<file path="config.mk">
export PLATFORM = sky130hd
export DESIGN_NAME = uart_tx_sched
export DESIGN_NICKNAME = d
export VERILOG_FILES = /design/src/rtl/uart_tx_sched.sv
export SDC_FILE = /design/constraint.sdc
export NUM_CORES = 1
export LEC_CHECK = 0
export CAP_MARGIN = 30
export CORE_ASPECT_RATIO = 0.7
export CORE_MARGIN = 2
export CORE_UTILIZATION = 40
export DETAILED_ROUTE_END_ITERATION = 7
export HOLD_SLACK_MARGIN = 0.08
export PLACE_DENSITY = 0.71
export REMOVE_ABC_BUFFERS = 1
export SYNTH_ARGS = -nofsm -noshare
export SYNTH_HDL_FRONTEND = slang
export SYNTH_SLANG_ARGS = --single-unit
export TNS_END_PERCENT = 30
</file>
<file path="constraint.sdc">
create_clock -name clk -period 3.6 [get_ports clk]
set_clock_uncertainty 0.1 [all_clocks]
set_input_delay 0.54 -clock clk [delete_from_list [all_inputs] [get_ports clk]]
set_output_delay 0.54 -clock clk [all_outputs]
set_load 0.02 [all_outputs]
</file>
<file path="src/rtl/uart_tx_sched.sv">
// uart_tx_sched: per-message round-robin sharing of one 8N1 UART transmitter.
// Define UART_TX_SCHED_FIXED_PRIO_EN for fixed priority (lowest index wins).
module uart_tx_sched #(
  parameter int N_REQ   = 4,
  parameter int HOLD_TO = 2500
) (
  input  logic               clk,
  input  logic               rst,
  input  logic [N_REQ-1:0]   req_valid,
  input  logic [8*N_REQ-1:0] req_data,
  input  logic [N_REQ-1:0]   req_last,
  output logic [N_REQ-1:0]   req_ready,
  output logic [N_REQ-1:0]   grant,
  output logic [7:0]         tx_data,
  output logic               tx_en,
  input  logic               tx_rfn,
  output logic               busy
);

  localparam int IW = $clog2(N_REQ);
  localparam int CW = (HOLD_TO > 1) ? $clog2(HOLD_TO) : 1;
  localparam logic [CW-1:0] HOLD_LAST = CW'(HOLD_TO - 1);
  localparam logic [N_REQ-1:0] ONE = N_REQ'(1);

  typedef enum logic [1:0] {
    S_IDLE,
    S_LAUNCH,
    S_BUSY,
    S_HOLD
  } state_e;

  state_e           state_q, state_d;
  logic [N_REQ-1:0] grant_q, grant_d;
  logic [N_REQ-1:0] ready_q, ready_d;
  logic [7:0]       data_q, data_d;
  logic             en_q, en_d;
  logic             busy_q, busy_d;
  logic             lock_q, lock_d;
  logic [IW-1:0]    gidx_q, gidx_d;
  logic [CW-1:0]    hcnt_q, hcnt_d;

  logic             win_vld;
  logic [IW-1:0]    win_idx;
  logic             do_acc;
  logic             drop;
  logic [IW-1:0]    acc_idx;
  logic             tmo;

`ifdef UART_TX_SCHED_FIXED_PRIO_EN
  always_comb begin
    win_vld = |req_valid;
    win_idx = '0;
    for (int i = N_REQ - 1; i >= 0; i--) begin
      if (req_valid[i]) win_idx = IW'(i);
    end
  end
`else
  logic [IW-1:0] last_gnt_q, last_gnt_d;
  logic [IW-1:0] cand;

  // Search starts one past the last winner and wraps.
  always_comb begin
    win_vld = 1'b0;
    win_idx = '0;
    cand    = '0;
    for (int k = 1; k <= N_REQ; k++) begin
      cand = IW'((int'(last_gnt_q) + k) % N_REQ);
      if (!win_vld && req_valid[cand]) begin
        win_vld = 1'b1;
        win_idx = cand;
      end
    end
  end

  always_comb begin
    last_gnt_d = last_gnt_q;
    if (do_acc) last_gnt_d = acc_idx;
  end

  always_ff @(posedge clk) begin
    if (rst) last_gnt_q <= IW'(N_REQ - 1);
    else     last_gnt_q <= last_gnt_d;
  end
`endif

  assign tmo = (HOLD_TO != 0) && (hcnt_q == HOLD_LAST);

  always_ff @(posedge clk) begin
    if (rst) begin
      state_q <= S_IDLE;
      grant_q <= '0;
      ready_q <= '0;
      data_q  <= 8'h00;
      en_q    <= 1'b0;
      busy_q  <= 1'b0;
      lock_q  <= 1'b0;
      gidx_q  <= '0;
      hcnt_q  <= '0;
    end else begin
      state_q <= state_d;
      grant_q <= grant_d;
      ready_q <= ready_d;
      data_q  <= data_d;
      en_q    <= en_d;
      busy_q  <= busy_d;
      lock_q  <= lock_d;
      gidx_q  <= gidx_d;
      hcnt_q  <= hcnt_d;
    end
  end

  always_comb begin
    state_d = state_q;
    do_acc  = 1'b0;
    drop    = 1'b0;
    acc_idx = gidx_q;
    unique case (state_q)
      S_IDLE: begin
        if (tx_rfn && win_vld) begin
          do_acc  = 1'b1;
          acc_idx = win_idx;
          state_d = S_LAUNCH;
        end
      end
      S_LAUNCH: begin
        if (!tx_rfn) state_d = S_BUSY;
      end
      S_BUSY: begin
        if (tx_rfn) begin
          if (!lock_q) begin
            drop    = 1'b1;
            state_d = S_IDLE;
          end else if (req_valid[gidx_q]) begin
            do_acc  = 1'b1;
            state_d = S_LAUNCH;
          end else begin
            state_d = S_HOLD;
          end
        end
      end
      S_HOLD: begin
        if (req_valid[gidx_q]) begin
          do_acc  = 1'b1;
          state_d = S_LAUNCH;
        end else if (tmo) begin
          drop    = 1'b1;
          state_d = S_IDLE;
        end
      end
      default: state_d = S_IDLE;
    endcase
  end

  always_comb begin
    grant_d = grant_q;
    ready_d = '0;
    data_d  = data_q;
    lock_d  = lock_q;
    gidx_d  = gidx_q;
    hcnt_d  = '0;
    if (state_q == S_HOLD && state_d == S_HOLD) begin
      hcnt_d = hcnt_q + CW'(1);
    end
    if (do_acc) begin
      ready_d = ONE << acc_idx;
      grant_d = ONE << acc_idx;
      data_d  = req_data[{acc_idx, 3'b000} +: 8];
      lock_d  = ~req_last[acc_idx];
      gidx_d  = acc_idx;
    end
    // Dropping ownership also ends any abandoned message.
    if (drop) begin
      grant_d = '0;
      lock_d  = 1'b0;
    end
    en_d   = (state_d == S_LAUNCH);
    busy_d = (state_d != S_IDLE);
  end

  assign req_ready = ready_q;
  assign grant     = grant_q;
  assign tx_data   = data_q;
  assign tx_en     = en_q;
  assign busy      = busy_q;

endmodule

</file>
==> summary.md <==
| Metric | Value |
|---|---|
| Outcome | complete, no violations |
| Routability Congestion | about 0.84 |
| Final non-filler cell total | ~330 |
| Worst hold start | grant[0]$_SDFFE_PP0P_ |
| Ant. Diodes | 0 |
| DRT Wirelength | 4510 um |
| Synth Instances | 212 |
| DRT antenna net count | 0 |
| GR Overflow Total | 0 |
| Pleak | 0.947 nW |
| Share of layout cells above drive strength 1 | 0.0630 |
| Period minus WS final | between 2000 and 3000 ps |
| Clock Path Buffers | 2 |
| Reg2Reg Capture Point | tx_data[2]$_SDFFE_PP0P_ |
| Die area | 5370 sq um |
| CP max stage delay | 620 ps |
| Final slew viol count | 0 |
| Max Cap Violations | 0 |
| Cells on Worst Hold Path | 2 |
| Slowest cell on the critical path | or4_4 |
| CTS Root Cell | clkbuf_8 |
| CP Class | input pin to flip-flop |
| Area leader, netlist | dfxtp_1 |
| Post-CTS setup buffers | 0 |
| Layout fillers | roughly 420 |
| Initial antenna violation count | 0 |
| Vias per cell | 5.22 |
| Largest delay contributor family on the critical path | simple AND/OR/NAND/NOR gates |
| CTS resizes | 0 |
| Switch Pwr | a little under 0.3 mW |
| Core area | 4700 sq um |
| Peak Freq | 0.343 GHz |
| CTS Buf Count | 5 |
| Register area | about 740 sq um |
| Vias in the first global route | 1503 |
| Pint | about 0.72 mW |
| Placed Area | ~2600 sq um |
| Distinct cells, synth | 53 |
| IO Count | 61 |
| Post-synth EDFFs | 0 |
| Worst R2R Start | state_q[1]$_SDFF_PP0_ |
| Mean cell area of the mapped netlist | between 9 and 10 sq um |
| Post-synthesis sequential area ratio | 0.386 |
| Vias | 1708 |
| Fin crit share | 0.811 |
| Clock insertion delay at the later pin of the skew report | about 280 ps |
| Clk pwr share | 0.255 |
| Worst R2R Path Depth | 6 |
| Synthesized area | 1920 sq um |
| Worst R2R Setup Slack | 1440 ps |
| Top area cells in the synthesized netlist | dfxtp_1, mux2i_1, nor2_1 |
| Ys flop type | dfxtp_1 |
| Global-route wire length before repair | slightly above 7000 um |
| CTS tree | built |
| CTS Sinks | 37 |
| Number of DRC markers in iteration 0 | 99 |
| First-pass iteration count of the detailed router | 4 |
| CTS H-tree lvls | 2 |
| GRT Overall Usage | 0.170 |
| Final hold vios | 0 |
| Setup TNS | 0 ps |
| Dpl hpwl | 3420 um |
| Max IR drop VDD | 0.228 mV |
| Final setup viols | 0 |
| Count leader, synth | dfxtp_1 |
| Die W | 86.8 um |
| Critical Path, Cell by Cell | clkdlybuf4s50_1 -> or4_4 -> and3_4 -> o2bb2ai_2 -> nand2b_1 -> o221ai_1 |
| Initial core utilization | 0.408 |
| Hold bufs inserted after CTS | 0 |
| Worst setup SP type | input pin |
| Yosys reg bits | 37 |
| Final instance area | 2630 sq um |
| Site row count | 21 |
| Ys async rst share | 0 |
| Critical Path AT | just under 3000 ps |
| Die extent in y | 61.9 um |
| Switching Share | 0.289 |
| PwrDens | 387 nW/um^2 |
| Yosys warning total | 0 |
| Area Overhead vs Synth | 37.1% |
| Worst slew pin tran | 692 ps |
| Post-Place Worst Slack | 394 ps |
| Power, Total | approximately 1.0 mW |
| Drt drc | 0 |
| RSZ-0062 raised after global routing | false |
| Req. time, crit path | 3640 ps |
| Type of the worst min-delay path | flip-flop to flip-flop |
| Rel. slew slack | 0.535 |
| Crit-path max FO | 11 |
| Worst Hold Path EP | grant[0]$_SDFFE_PP0P_ |
| Largest net degree at the start of global routing | 20 |
| Post-synth top cells | dfxtp_1, nor2_1, nand2_1 |
| Combinational group share of total power | 0.291 |
| Avg WL per Cell | between 10 and 15 um |
| IO buf count | 60 |
| CP Buf/Inv Count | 1 |
| Final layout net count | roughly 320 |
| Sequential share of power | 0.454 |
| Hold WS | between 300 and 400 ps |
| CP Capture Type | flip-flop |
| Clk slew on worst S/H paths | 70 ps |
| Post-route setup slack | 680 ps |
| DP Cell Count | 321 |
| Core Util, Final | 0.559 |
| Area of the multi-input gates | 1070 sq um |
| Top cell type's share of synthesized area | 0.386 |
power by group through the flow:
stage	clock network [mW]	registers, mW	logic [mW]
detailed placement	0	0.470	0.295
CTS	0.266	0.461	0.297
finish	0.260	0.462	0.296
global placement	0	0.471	0.292
global route	0.284	0.465	0.321
floorplan	0	0.493	0.133
worst max-delay path by stage:
stage | slack [ps] | endpoint | startpoint | depth (start not counted)
finish | 680 | tx_data[2]$_SDFFE_PP0P_ | req_valid[1] | 6
global route | 510 | tx_data[2]$_SDFFE_PP0P_ | req_valid[1] | 6
CTS | 690 | tx_data[2]$_SDFFE_PP0P_ | req_valid[1] | 6
detailed placement | 390 | tx_data[2]$_SDFFE_PP0P_ | req_valid[1] | 6
global placement | 490 | tx_data[0]$_SDFFE_PP0P_ | req_valid[1] | 6
floorplan | 760 | tx_data[0]$_SDFFE_PP0P_ | req_valid[1] | 6
metal layers:
metal  vias to the layer above  track usage  part of all wire
met4                         0       0.0737            0.0051
met2                        44        0.237              0.42
met3                         3       0.0357             0.043
li1                        879            -                 -
met1                       782        0.253              0.53
met5                         -            0                 0
state kept, by name, indices dropped and copies added (netlist names):
name	flops
busy	1
gidx_q	2
grant	4
hcnt_q	12
last_gnt_q	2
lock_q	1
req_ready	4
state_q	2
tx_data	8
tx_en	1
kinds of logic (layout without fill, tap and decap cells):
family,Yosys count,in the layout,share of synthesized area
adder cells (fa/ha/maj),1,1,0.00652
AND/OR/NAND/NOR,87,87,0.241
multiplexers,19,19,0.106
flip-flops,37,37,0.386
buffers and inverters,20,78,0.0561
AO/OA/AOI/OAI,37,37,0.154
XOR/XNOR,11,11,0.0502
tightest hold or removal path, stage by stage, from the launching register on:
cell	delay (ps)
dfxtp_1	310
nand2_1	50
a21oi_1	50
cells in the final DEF, fill, tap and decap left out, types with 2 or more instances in the layout:
master	synthesis	final
a21oi_1	7	7
and3_1	3	3
buf_4	1	3
clkbuf_8	0	5
clkdlybuf4s50_1	0	60
dfxtp_1	37	37
inv_1	8	8
mux2i_1	17	17
nand2_1	18	18
nand2b_1	2	2
nand3_1	10	10
nand3b_1	9	9
nor2_1	26	26
nor2b_1	2	2
nor3_1	2	2
nor3b_1	2	2
nor4b_1	3	3
o21ai_0	2	2
o21bai_1	2	2
o221ai_1	8	8
o22ai_1	3	3
xnor2_1	4	4
xor2_1	7	7
cell type report:
| type | instances | area share |
|---|---|---|
| repair buffers | 64 | 0.245 |
| clock inverters | 1 | 0.00190 |
| clock buffers | 5 | 0.0262 |
| inverters | 8 | 0.0114 |
| well taps | 57 | 0.0271 |
| flip-flops and latches | 37 | 0.282 |
| multi-input cells | 155 | 0.407 |
Power figures use the tool's default switching activity.
